### src/rtl/mem_arbiter.sv
// Round-robin arbiter giving two requesters fixed-latency access to a
// single-port synchronous memory; each grant runs IDLE -> ACCESS -> CAPTURE.
module mem_arbiter #(
    parameter int unsigned ADDR_WIDTH = 6,
    parameter int unsigned DATA_WIDTH = 16
) (
    input  logic                  clk,
    input  logic                  rst,
    input  logic                  req0,
    input  logic                  we0,
    input  logic [ADDR_WIDTH-1:0] addr0,
    input  logic [DATA_WIDTH-1:0] wdata0,
    output logic                  ack0,
    output logic [DATA_WIDTH-1:0] rdata0,
    input  logic                  req1,
    input  logic                  we1,
    input  logic [ADDR_WIDTH-1:0] addr1,
    input  logic [DATA_WIDTH-1:0] wdata1,
    output logic                  ack1,
    output logic [DATA_WIDTH-1:0] rdata1,
    input  logic [DATA_WIDTH-1:0] mem_in,
    output logic                  mem_we,
    output logic [ADDR_WIDTH-1:0] mem_addr,
    output logic [DATA_WIDTH-1:0] mem_data,
    output logic                  busy,
    output logic                  gnt_id
);

    typedef enum logic [1:0] {
        IDLE    = 2'd0,
        ACCESS  = 2'd1,
        CAPTURE = 2'd2
    } state_t;

    state_t state;
    logic   last_served;
    logic   cur_we;
    logic   elig0;
    logic   elig1;
    logic   win;

    // A requester whose ack is showing this cycle is still holding a stale req.
    always_comb begin
        elig0 = req0 & ~ack0;
        elig1 = req1 & ~ack1;
        win   = (elig0 & elig1) ? ~last_served : elig1;
    end

    always_ff @(posedge clk) begin
        if (rst) begin
            state       <= IDLE;
            ack0        <= 1'b0;
            ack1        <= 1'b0;
            rdata0      <= '0;
            rdata1      <= '0;
            mem_we      <= 1'b0;
            mem_addr    <= '0;
            mem_data    <= '0;
            busy        <= 1'b0;
            gnt_id      <= 1'b0;
            last_served <= 1'b1;
            cur_we      <= 1'b0;
        end else begin
            ack0 <= 1'b0;
            ack1 <= 1'b0;
            case (state)
                IDLE: begin
                    mem_we <= 1'b0;
                    busy   <= 1'b0;
                    if (elig0 | elig1) begin
                        mem_addr    <= win ? addr1 : addr0;
                        mem_data    <= win ? wdata1 : wdata0;
                        mem_we      <= win ? we1 : we0;
                        cur_we      <= win ? we1 : we0;
                        gnt_id      <= win;
                        last_served <= win;
                        busy        <= 1'b1;
                        state       <= ACCESS;
                    end
                end
                ACCESS: begin
                    mem_we <= 1'b0;
                    busy   <= 1'b1;
                    state  <= CAPTURE;
                end
                CAPTURE: begin
                    // Writes leave the requester's last read data untouched.
                    if (gnt_id) begin
                        ack1 <= 1'b1;
                        if (!cur_we) rdata1 <= mem_in;
                    end else begin
                        ack0 <= 1'b1;
                        if (!cur_we) rdata0 <= mem_in;
                    end
                    busy  <= 1'b0;
                    state <= IDLE;
                end
                default: begin
                    mem_we <= 1'b0;
                    busy   <= 1'b0;
                    state  <= IDLE;
                end
            endcase
        end
    end

endmodule

### config.mk
export PLATFORM = sky130hd
export DESIGN_NAME = mem_arbiter
export DESIGN_NICKNAME = d
export VERILOG_FILES = /design/src/rtl/mem_arbiter.sv
export SDC_FILE = /design/constraint.sdc
export NUM_CORES = 1
export LEC_CHECK = 0
export ABC_AREA = 1
export CORE_ASPECT_RATIO = 0.6
export CORE_UTILIZATION = 40
export DETAILED_ROUTE_END_ITERATION = 6
export GPL_TIMING_DRIVEN = 1
export HOLD_SLACK_MARGIN = 0.12
export PLACE_DENSITY = 0.89
export SYNTH_ARGS = -nofsm -noshare
export SYNTH_HDL_FRONTEND = slang
export SYNTH_SLANG_ARGS = --single-unit
### constraint.sdc
create_clock -name clk -period 1.6 [get_ports clk]
set_clock_uncertainty 0.05 [all_clocks]
set_input_delay 0.16 -clock clk [delete_from_list [all_inputs] [get_ports clk]]
set_output_delay 0.16 -clock clk [all_outputs]
set_load 0.01 [all_outputs]
# == After elaboration in Yosys (flattened, before gate mapping) ==
# Cells that the tools add are included.
# classes
n_addsub,0
multipliers,0
div,0
order_cmp,0
eq_ne,3
shifts,0
muxes,12
n_bitwise,10
n_reduce_logical,5
# ops
cell,n
$mux W16,1
$mux W1,6
$mux W6,1
$not A1 Y1,6
$reduce_and A3 Y1,2
$pmux W1 S2,2
$pmux W2 S2,1
$and A1 B1 Y1,3
$eq A2 B1 Y1 const B,1
$eq A2 B2 Y1 const B,1
$logic_not A2 Y1,1
$mux W2,1
$ne A2 B2 Y1 const B,1
$reduce_and A2 Y1,1
$reduce_or A2 Y1,1
$or A1 B1 Y1,1
# word_totals
ff_bits,63
latchBits,0
ram_bits,0
mem_bits_ro,0
input_bits,66
output_inout_bits,59
mem_count,0

# == Longest topological paths before layout ==
# logic_depth
ltp_word,7
mapped_depth,9

# == Worst setup path before layout ==
# Ideal clock, no wire load.
# synth_path
path_kind,reg2reg
start,reg ack0
end,reg mem_data[10]
setup_ns,0.117
arrival_ns,1.052
setup_slack_ns,0.380
stages_incl_launch_ff,8
path_buffers,1
period_less_slack_ns,1.220
path_cell_list,dfxtp_1 > inv_1 > nand2_1 > a21oi_4 > buf_4 > nand2_1 > nor2_1 > nor2_1
# synth_between
elab_chain_cells,5
# synth_lines
item,line,text
"start, declared",13,"output logic ack0,"
"start signal, assigned",52,ack0 <= 1'b0;
"start signal, assigned",64,ack0 <= 1'b0;
"start signal, assigned",92,ack0 <= 1'b1;
$not A1 Y1 (*),44,elig0 = req0 & ~ack0;
$and A1 B1 Y1 (*),44,
$and A1 B1 Y1,46,win = (elig0 & elig1) ? ~last_served : elig1;
$mux W1,46,
$mux W16,72,mem_data <= win ? wdata1 : wdata0;
"end signal, assigned",72,
"end, declared",24,"output logic [DATA_WIDTH-1:0] mem_data,"
# Every way passes the cells marked *; elsewhere a longest branch is shown, timed or not.
# A chain may end at the register's enable or synchronous reset.

# == Worst setup path in the final report ==
# layout_path
start,reg gnt_id
end,out gnt_id
# layout_rtl
item,line,text
"start, declared",26,output logic gnt_id
"start signal, assigned",75,gnt_id <= win;
# No word-level cell between the ends.

==> flow_summary_export.csv <==
group,metric,value,unit
logic_synthesis,synth_seq_area_share,48.7,%
logic_synthesis,synth-compound-area-share,11.8,%
pwr,p_sw,1.06,mW
floorplanning,die_w,106,um
worst_setup_path,crit_path_max_incr_delay,0.56,ns
drt,met1_length,3390,um
pwr,p_seq_share,38.9,%
drt,drt_iter0_drc,122,
status,outcome,"finished clean",
clocking,ctsResizeCount,0,
floorplanning,num_rows,22,
timing,setup_viol,0,
worst_setup_path,cp_cell_sequence,"clkdlybuf4s50_1",
drt,routed_wl,7440,um
drt,wl_met3,339,um
floorplanning,boundaryPins,125,
worst_setup_path,critical_path_class,"reg -> out",
logic_synthesis,synth_seq_cells,63,
place,io_buffers,124,
global_route,grt_usage,23.2,%
timing,grt_setup_unrepaired,"no",
place,gp_routability_congestion,0.817,
global_route,grt_max_degree,43,
logic_synthesis,synth.avg_cell_area,6.88,um^2
global_route,gr-total-overflow,0,
clocking,cts_hold_buf,0,
worst_setup_path,slowest_stage,"clkdlybuf4s50_1",
timing,relSlewSlack,78.5,%
clocking,clock_latency,0.33,ns
drt,ant_nets,0,
logic_synthesis,yosysWarnings,0,
timing,worst_pin_slew,0.321,ns
drt,avgRoutedWirePerCell,12.6,um
floorplanning,core,6170,um^2
logic_synthesis,synthMuxAreaShare,0,%
drt,highest_layer,"met4",
clocking,ctsRootBufferMaster,"clkbuf_8",
clocking,cts_max_level,3,
floorplanning,start_util,42.0,%
finish,nNetsFinal,566,
floorplanning,dieArea,6810,um^2
hold_path,holdCritPathClass,"reg -> reg",
pwr,max-vdd-ir-drop,0.000509,V
worst_setup_path,critical-path-top-delay-family,"buffers and inverters",
clocking,cts_tree,"done",
drt,route.met2.wl,3590,um
timing,fmax,0.681,GHz
pwr,p_int,3.43,mW
worst_setup_path,end_kind,"output port",
logic_synthesis,synth-simple-area-share,30.3,%
worst_setup_path,critPathMaxFanout,5,
pwr,p_comb_share,19.2,%
place,dp_hpwl,5570,um
timing,tns,0,ns
logic_synthesis,syn_nets,442,
clocking,clkTransAtPathRegs,0.07,ns
finish,diodes,0,
logic_synthesis,synth_xor_area_share,0,%
logic_synthesis,synth_cells,376,
clocking,cts_max_path_buffers,2,
finish,final_core_util,68.1,%
logic_synthesis,synthesis.area,2590,um^2
finish,layout-drive-gt1-share,6.93,%
worst_setup_path,startpoint_type,"flip-flop",
timing,min_period_over_period,91.8,%
drt,firstDrtPassIters,4,
floorplanning,die_h,64.3,um
drt,routed-via-count,2709,
global_route,antenna_found_initial,0,
timing,period_needed,1.47,ns
pwr,p_leak,1.77,nW
global_route,grt_pass1_vias,2689,
logic_synthesis,synthAdderAreaFrac,0,%
pwr,swShare,23.6,%
clocking,clock-sinks,63,
clocking,cts_setup_buffers,0,
worst_setup_path,cp.buffers_inverters,1,
worst_setup_path,cp.arrival,1.26,ns
global_route,grt_pass1_wl,12300,um
clocking,cts_made_buffers,9,
drt,post-route-drc-count,0,
timing,final-max-slew-violation-count,0,
pwr,power_density,1070,nW/um^2
logic_synthesis,synth_top_family_by_area,"simple AND/OR/NAND/NOR gates",
job,cap_violations,0,
logic_synthesis,yosysUniqueCellTypes,19,
pwr,clock_power_share,41.9,%
drt,viasPerCell,4.60,
finish,area_delta_synth_final,62.3,%
timing,hold_viol_final,0,
worst_setup_path,cp.required,1.39,ns
## registers in the layout, summed over array words and instances (netlist names)
register / cells
mem_data: 16
ack1: 1
last_served: 1
cur_we: 1
mem_we: 1
gnt_id: 1
mem_addr: 6
state: 2
rdata0: 16
ack0: 1
busy: 1
rdata1: 16
## stage by stage
stage	total power, mW	std cells	hold WS [ns]	setup WS [ns]	instance area [um^2]
2_1_floorplan	2.18	376	0.274	0.380	2590
3_3_place_gp	2.61	573	0.404	0.0994	3920
3_5_place_dp	2.64	573	0.413	0.0252	3920
4_1_cts	4.54	589	0.412	0.0479	4200
5_1_grt	4.72	589	0.429	0.0605	4200
6_report	4.49	589	0.422	0.131	4200
## cell families after synthesis
kind of cell / Yosys count
simple gates: 201
flops: 63
compound gates: 59
buf+inv: 53
## routing by layer
layer,track usage [%],vias up
li1,-,1401
met1,28.2,1217
met2,39.2,77
met3,7.04,14
met4,8.33,0
met5,0,-
## area by class of cell
type | count | area, um^2
inverters | 35 | 134
fillers | 526 | 1960
multi-input cells | 260 | 1090
well taps | 84 | 105
repair buffers | 131 | 1330
flip-flops and latches | 63 | 1260
clock buffers | 11 | 151
clock inverters | 5 | 128
## layout by cell type (no fill, tap or decap)
master           Yosys  routed
nor2_4               1       1
clkinv_1             1       1
a21oi_1              4       4
nor3_1               2       2
bufinv_16            0       4
nand2_2              3       3
inv_4                0       1
buf_12               0       3
dfxtp_2              0       1
a21oi_4              1       1
buf_4                8       4
nand2_1             59      59
clkdlybuf4s50_1      0     124
inv_1               29      29
o21ai_0             53      53
dfxtp_1             63      62
nand3_1              7       7
clkbuf_8             0      11
inv_2                5       4
o21ai_1              1       1
nor2_2               1       1
clkinvlp_4           0       1
nor2_1             128     128
## synth_stat cells
cell type,number,area [um^2]
inv_1,29,109
o21ai_1,1,5.00
inv_2,5,18.8
nor3_1,2,10.0
o21ai_0,53,265
buf_4,8,60.1
nor2_4,1,11.3
clkinv_1,1,3.75
a21oi_4,1,16.3
nor2_1,128,480
nand2_1,59,221
buf_2,1,5.00
a21oi_1,4,20.0
dfxtp_1,63,1260
clkbuf_1,8,30.0
buf_6,1,11.3
nand3_1,7,35.0
nor2_2,1,6.26
nand2_2,3,18.8
## power by group through the flow
stage                     Combinational, mW  Sequential [mW]  Clock (mW)
after floorplan                       0.354             1.82           0
after global placement                0.837             1.78           0
after detailed placement              0.862             1.78           0
after CTS                             0.869             1.75        1.92
after global routing                  0.951             1.76        2.01
final                                 0.863             1.75        1.88
## worst reg2reg max path, cell delays in order, from the launching register on
cell     delay [ns]
dfxtp_1        0.36
nor2_4         0.16
nand2_2        0.21
inv_2          0.33
nor2_1         0.08
nor2_1         0.12
## worst paths after layout
path,slack (ns),cells past startpoint,startpoint,endpoint
setup / recovery,0.13,1,gnt_id,gnt_id
hold / removal,0.42,1,gnt_id,ack0
setup reg to reg,0.22,5,state[0],rdata0[3]
hold reg to reg,0.42,1,gnt_id,ack0
Power figures use the tool's default switching activity.
==> RTL edit 1: new RTL, same flow settings <==
`ADDR_WIDTH`: 6 -> 5.
--- a/src/rtl/mem_arbiter.sv
+++ b/src/rtl/mem_arbiter.sv
@@ -3,3 +3,3 @@
 module mem_arbiter #(
-    parameter int unsigned ADDR_WIDTH = 6,
+    parameter int unsigned ADDR_WIDTH = 5,
     parameter int unsigned DATA_WIDTH = 16
Ports: changed (resized addr0, addr1 and mem_addr); port bits go from 125 to 122. No check against the original RTL was run, so the function may have changed too.
==> RTL edit 1 against the original RTL <==
Non-clock buffer count decreased by 2; worst setup slack got worse by 0.029 ns; final area decreased by 4.1%; area after synthesis decreased by 0.92%; routed wire length decreased by 3.7%; total power decreased by 17%; sequential cell count decreased by 1; highest routed layer unchanged.
==> RTL edit 1: results (changes against the original RTL) <==
Pwr
  – Leakage power: 1.68 nW (-4.7%)
  – Peak VDD IR: 0.000397 V (-22%)

Detailed routing
  – Final ANT Viol Nets: 0 (unchanged)
  – First-pass detailed-route iteration total: 4 (unchanged)
  – Initial DRC Count: 88 (-28%)
  – Drt wl/cell: 12.4 um (-2.0%)
  – Post-DR vias/cell: 4.64 (+0.98%)

CTS
  – Total CTS buffers: 9 (unchanged)
  – Clk pin slew, worst setup/hold paths: 0.08 ns
  – Htree depth: 3 (unchanged)
  – Clock latency on the worst-skew pair: 0.33 ns (about the same)
  – Setup bufs post-CTS: 0 (unchanged)
  – Root Driver: clkbuf_8
  – Max clock buf depth: 2 (unchanged)

Yosys
  – Mean post-synth cell area: 6.97 um2 (+1.2%)
  – Largest cells by area after synthesis: dfxtp_1, nor2_1, o21ai_0
  – Top post-synthesis cells by count: nor2_1, dfxtp_1, nand2_1, o21ai_0, inv_1
  – Synth async-reset ratio: 0 (unchanged)
  – Syn nets: 432 (-2.3%)
  – Sequential element share of the synthesized area: 0.484 (-0.00329)
  – Count of cell types in the netlist: 19 (unchanged)
  – Ys Warns: 0 (unchanged)

Placement
  – Placer Congestion: 0.770 (-5.8%)
  – IO buf count: 121 (-2.4%)
  – Hpwl dp: 5330 um (-4.3%)
  – Total placed cells including tap cells: 563 (-1.7%)
  – DP Area: 3850 um2 (-1.7%)

Global route
  – Vias in the first global route: 2598 (-3.4%)
  – Largest net degree at the start of global routing: 43 (unchanged)
  – First-pass GRT wire length: 11700 um (-4.8%)
  – GRT Util Overall: 0.220 (-0.0124)
  – Antenna violations before repair: 0 (unchanged)

Final layout
  – Biggest regs: mem_data x16, rdata0 x16, rdata1 x16
  – Share of layout cells above drive strength 1: 0.0727 (+0.00342)
  – N_diodes: 0 (unchanged)
  – Final #Nets: 554 (-2.1%)
  – Final non-filler cell total: 579 (-1.7%)

Critical path
  – Crit-path max cell delay: 0.57 ns
  – Register-to-register setup slack: 0.23 ns
  – Crit-path leading delay family: buffers and inverters
  – CP arrival: 1.29 ns (+0.03 ns)
  – Worst Path Max Fanout: 5 (unchanged)
  – Critical-path top delay cell: clkdlybuf4s50_1

Hold path
  – Worst hold-check path type: input pin to flop

Timing
  – Max-Slew Margin vs Limit: 0.778 (-0.00758)
  – Fin Hold WS: 0.422 ns (-0.000412 ns)

Outcome
  – Outcome: finished, final reports clean
## RTL edit 1: timing repair
action / in CTS / in global routing
resized for setup: 0 / 3
setup endpoints to repair: 0 / 6
hold endpoints to repair: 0 / 0
hold buffers: 0 / 0
## RTL edit 1: worst paths after layout
| kind | depth (start not counted) | endpoint | start |
|---|---|---|---|
| max | 1 | gnt_id | gnt_id |
| min | 5 | mem_data[0] | wdata0[0] |
| max reg2reg | 6 | rdata1[4] | gnt_id |
| min reg2reg | 2 | cur_we | cur_we |
## RTL edit 1: worst min-delay path, stage by stage
cell and delay [ns]:
clkdlybuf4s50_1 0.39, inv_1 0.05, nor2_1 0.04, nor2_1 0.09, nor2_1 0.04
## RTL edit 1: power by group
group | internal, W | switching [W] | total (W)
Combinational | 0.000460 | 0.000386 | 0.000846
Sequential | 0.00166 | 0.0000616 | 0.00172
Clock | 0.000559 | 0.000623 | 0.00118
## RTL edit 1: logic make-up after synthesis
group           Yosys count  synth area share
compound gates           58             0.118
simple gates            196             0.300
flops                    62             0.484
buf+inv                  52            0.0985
## RTL edit 1: final cells by class
cell class / count / area [um2]
Fill cell: 500 / 2110
Timing Repair Buffer: 129 / 1310
Sequential cell: 62 / 1240
Multi-Input combinational cell: 254 / 1070
Inverter: 34 / 130
Clock buffer: 9 / 124
Tap cell: 84 / 105
Clock inverter: 7 / 48.8
## RTL edit 1: through the flow
stage,setup WS [ns],power [W]
floorplan,0.412,0.00215
CTS,0.0143,0.00378
finish,0.102,0.00375
detailed placement,0.0385,0.00260
global route,0.0661,0.00395
global placement,0.108,0.00257
## RTL edit 1: per-layer routing
metal  GRT usage  share of wire  vias to the layer above
li1            -              -                     1371
met3      0.0592          0.043                       12
met4      0.0757          0.011                        0
met5           0              0                        -
met1       0.277           0.47                     1233
met2       0.365           0.47                       73
==> RTL edit 2: new RTL, same settings <==
Without the edit above. The 3 states of `state_t` get a one-hot encoding in 3 bits.
--- a/src/rtl/mem_arbiter.sv
+++ b/src/rtl/mem_arbiter.sv
@@ -28,6 +28,6 @@
 
-    typedef enum logic [1:0] {
-        IDLE    = 2'd0,
-        ACCESS  = 2'd1,
-        CAPTURE = 2'd2
+    typedef enum logic [2:0] {
+        IDLE    = 3'b001,
+        ACCESS  = 3'b010,
+        CAPTURE = 3'b100
     } state_t;
Function: same outputs for any inputs over 10 cycles, from zero or initial values and one cycle with rst high; not proved beyond that.
==> RTL edit 2 against the original RTL <==
Worst setup slack got worse by 0.037 ns; sequential cell count increased by 1; largest power group is now registers; routed wire length increased by 7.6%; cell count increased by 1.9%; area after synthesis increased by 3.9%; total power decreased by 13%; sequential share of layout area increased by 0.24 points; final area increased by 0.77%.
==> RTL edit 2: results (changes against the original RTL) <==
CTS
  – Htree depth: 3 (unchanged)
  – Clock latency on the worst-skew pair: 0.34 ns

Hold path
  – Hold path start: mem_in[5]
  – Hold Path Sink: rdata0[5]
  – Hold depth: 3 (+2)
  – Worst hold-check path type: input pin to flop

Final layout
  – Share of layout cells above drive strength 1: 0.0795 (+0.0102)
  – NonClk Buf Share: 0.335 (+0.0183)
  – Biggest regs: mem_data x16, rdata0 x16, rdata1 x16
  – Multi-input combinational area share: 0.267 (+0.00805)
  – Multi-input gate area: 1130 um2 (+3.9%)
  – Final non-filler cell total: 600 (+1.9%)
  – Fillers: 559 (+6.3%)
  – Non-Clock Inverter Count: 38 (+8.6%)
  – Seq cells: 64 (+1.6%)
  – Register area: 1280 um2 (+1.6%)
  – Multi-input gates: 258 (-0.77%)
  – N_diodes: 0 (unchanged)
  – Clk tree area frac: 0.0361 (-0.0304)
  – Non-clock buffers: 141 (+7.6%)
  – Clock buffers: 10 (-1)
  – Final #Nets: 578 (+2.1%)

Placement
  – Total placed cells including tap cells: 585 (+2.1%)
  – DP Area: 4080 um2 (+4.1%)
  – Hpwl dp: 5970 um (+7.0%)
  – Worst slack, placed: 0.0397 ns (+0.0145 ns)
  – Placer Congestion: 0.864 (+5.8%)

Critical path
  – Worst Path Max Fanout: 5 (unchanged)
  – R2r worst-path depth: 4 (-1)
  – CP endpoint: gnt_id
  – Register-to-register setup slack: 0.21 ns
  – Worst r2r src: state[0]
  – CP arrival: 1.30 ns (+0.04 ns)
  – Reg-to-reg endpoint: rdata1[9]
  – Crit-path leading delay family: buffers and inverters
  – Crit. Startpoint: gnt_id

Global route
  – Largest net degree at the start of global routing: 33 (-23%)
  – Vias in the first global route: 2815 (+4.7%)
  – GRT Util Overall: 0.243 (+0.0102)
  – First-pass GRT wire length: 13000 um (+5.7%)

Yosys
  – Mean post-synth cell area: 7.06 um2 (+2.5%)
  – Top post-synthesis cells by count: nand2_1, dfxtp_1, nand3_1, a21oi_1, inv_1
  – Ys Warns: 0 (unchanged)
  – Largest cells by area after synthesis: dfxtp_1, nand2_1, nand3_1
  – Count of cell types in the netlist: 18 (-1)
  – Sequential element share of the synthesized area: 0.477 (-0.0107)
  – Syn nets: 447 (+1.1%)

Detailed routing
  – Initial DRC Count: 186 (+52%)
  – Post-DR vias/cell: 4.81 (+4.5%)
  – First-pass detailed-route iteration total: 4 (unchanged)
  – Drt total wl: 8010 um (+7.6%)

Pwr
  – Leakage power: 1.87 nW (+5.7%)
  – Peak VDD IR: 0.000531 V (+4.4%)

Timing
  – Fin Hold WS: 0.382 ns (-0.0401 ns)
  – Tightest Pin Transition: 0.426 ns (+0.105 ns)
  – Minimum clock period: 1.51 ns (+0.0366 ns)

Outcome
  – Outcome: finished, final reports clean
-- RTL edit 2: routing by layer --
metal	wire [um]	vias up	share of wire	global-route usage
met2	3730	79	0.47	0.386
met5	0	-	0	0
met1	3780	1337	0.47	0.307
met4	129	0	0.016	0.101
li1	-	1456	-	-
met3	370	13	0.046	0.0734
-- RTL edit 2: repair_timing --
action | in CTS | in global routing
endpoints found under the hold margin | 0 | 0
endpoints found under the setup margin | 0 | 1
setup buffers | 0 | 0
gates resized for setup | 0 | 1
hold buffers | 0 | 0
-- RTL edit 2: report_power, final --
| group | internal [W] | switching (W) |
|---|---|---|
| sequential | 0.00172 | 0.0000781 |
| combinational | 0.000511 | 0.000460 |
| clock | 0.000539 | 0.000582 |
| total | 0.00277 | 0.00112 |
-- RTL edit 2: logic make-up (layout without fill, tap and decap cells) --
kind of cell    count (synthesis)  count (layout)  share of synthesized area
buf+inv                        59             194                      0.102
flops                          64              64                      0.477
compound gates                 37              37                     0.0703
simple gates                  221             221                      0.351
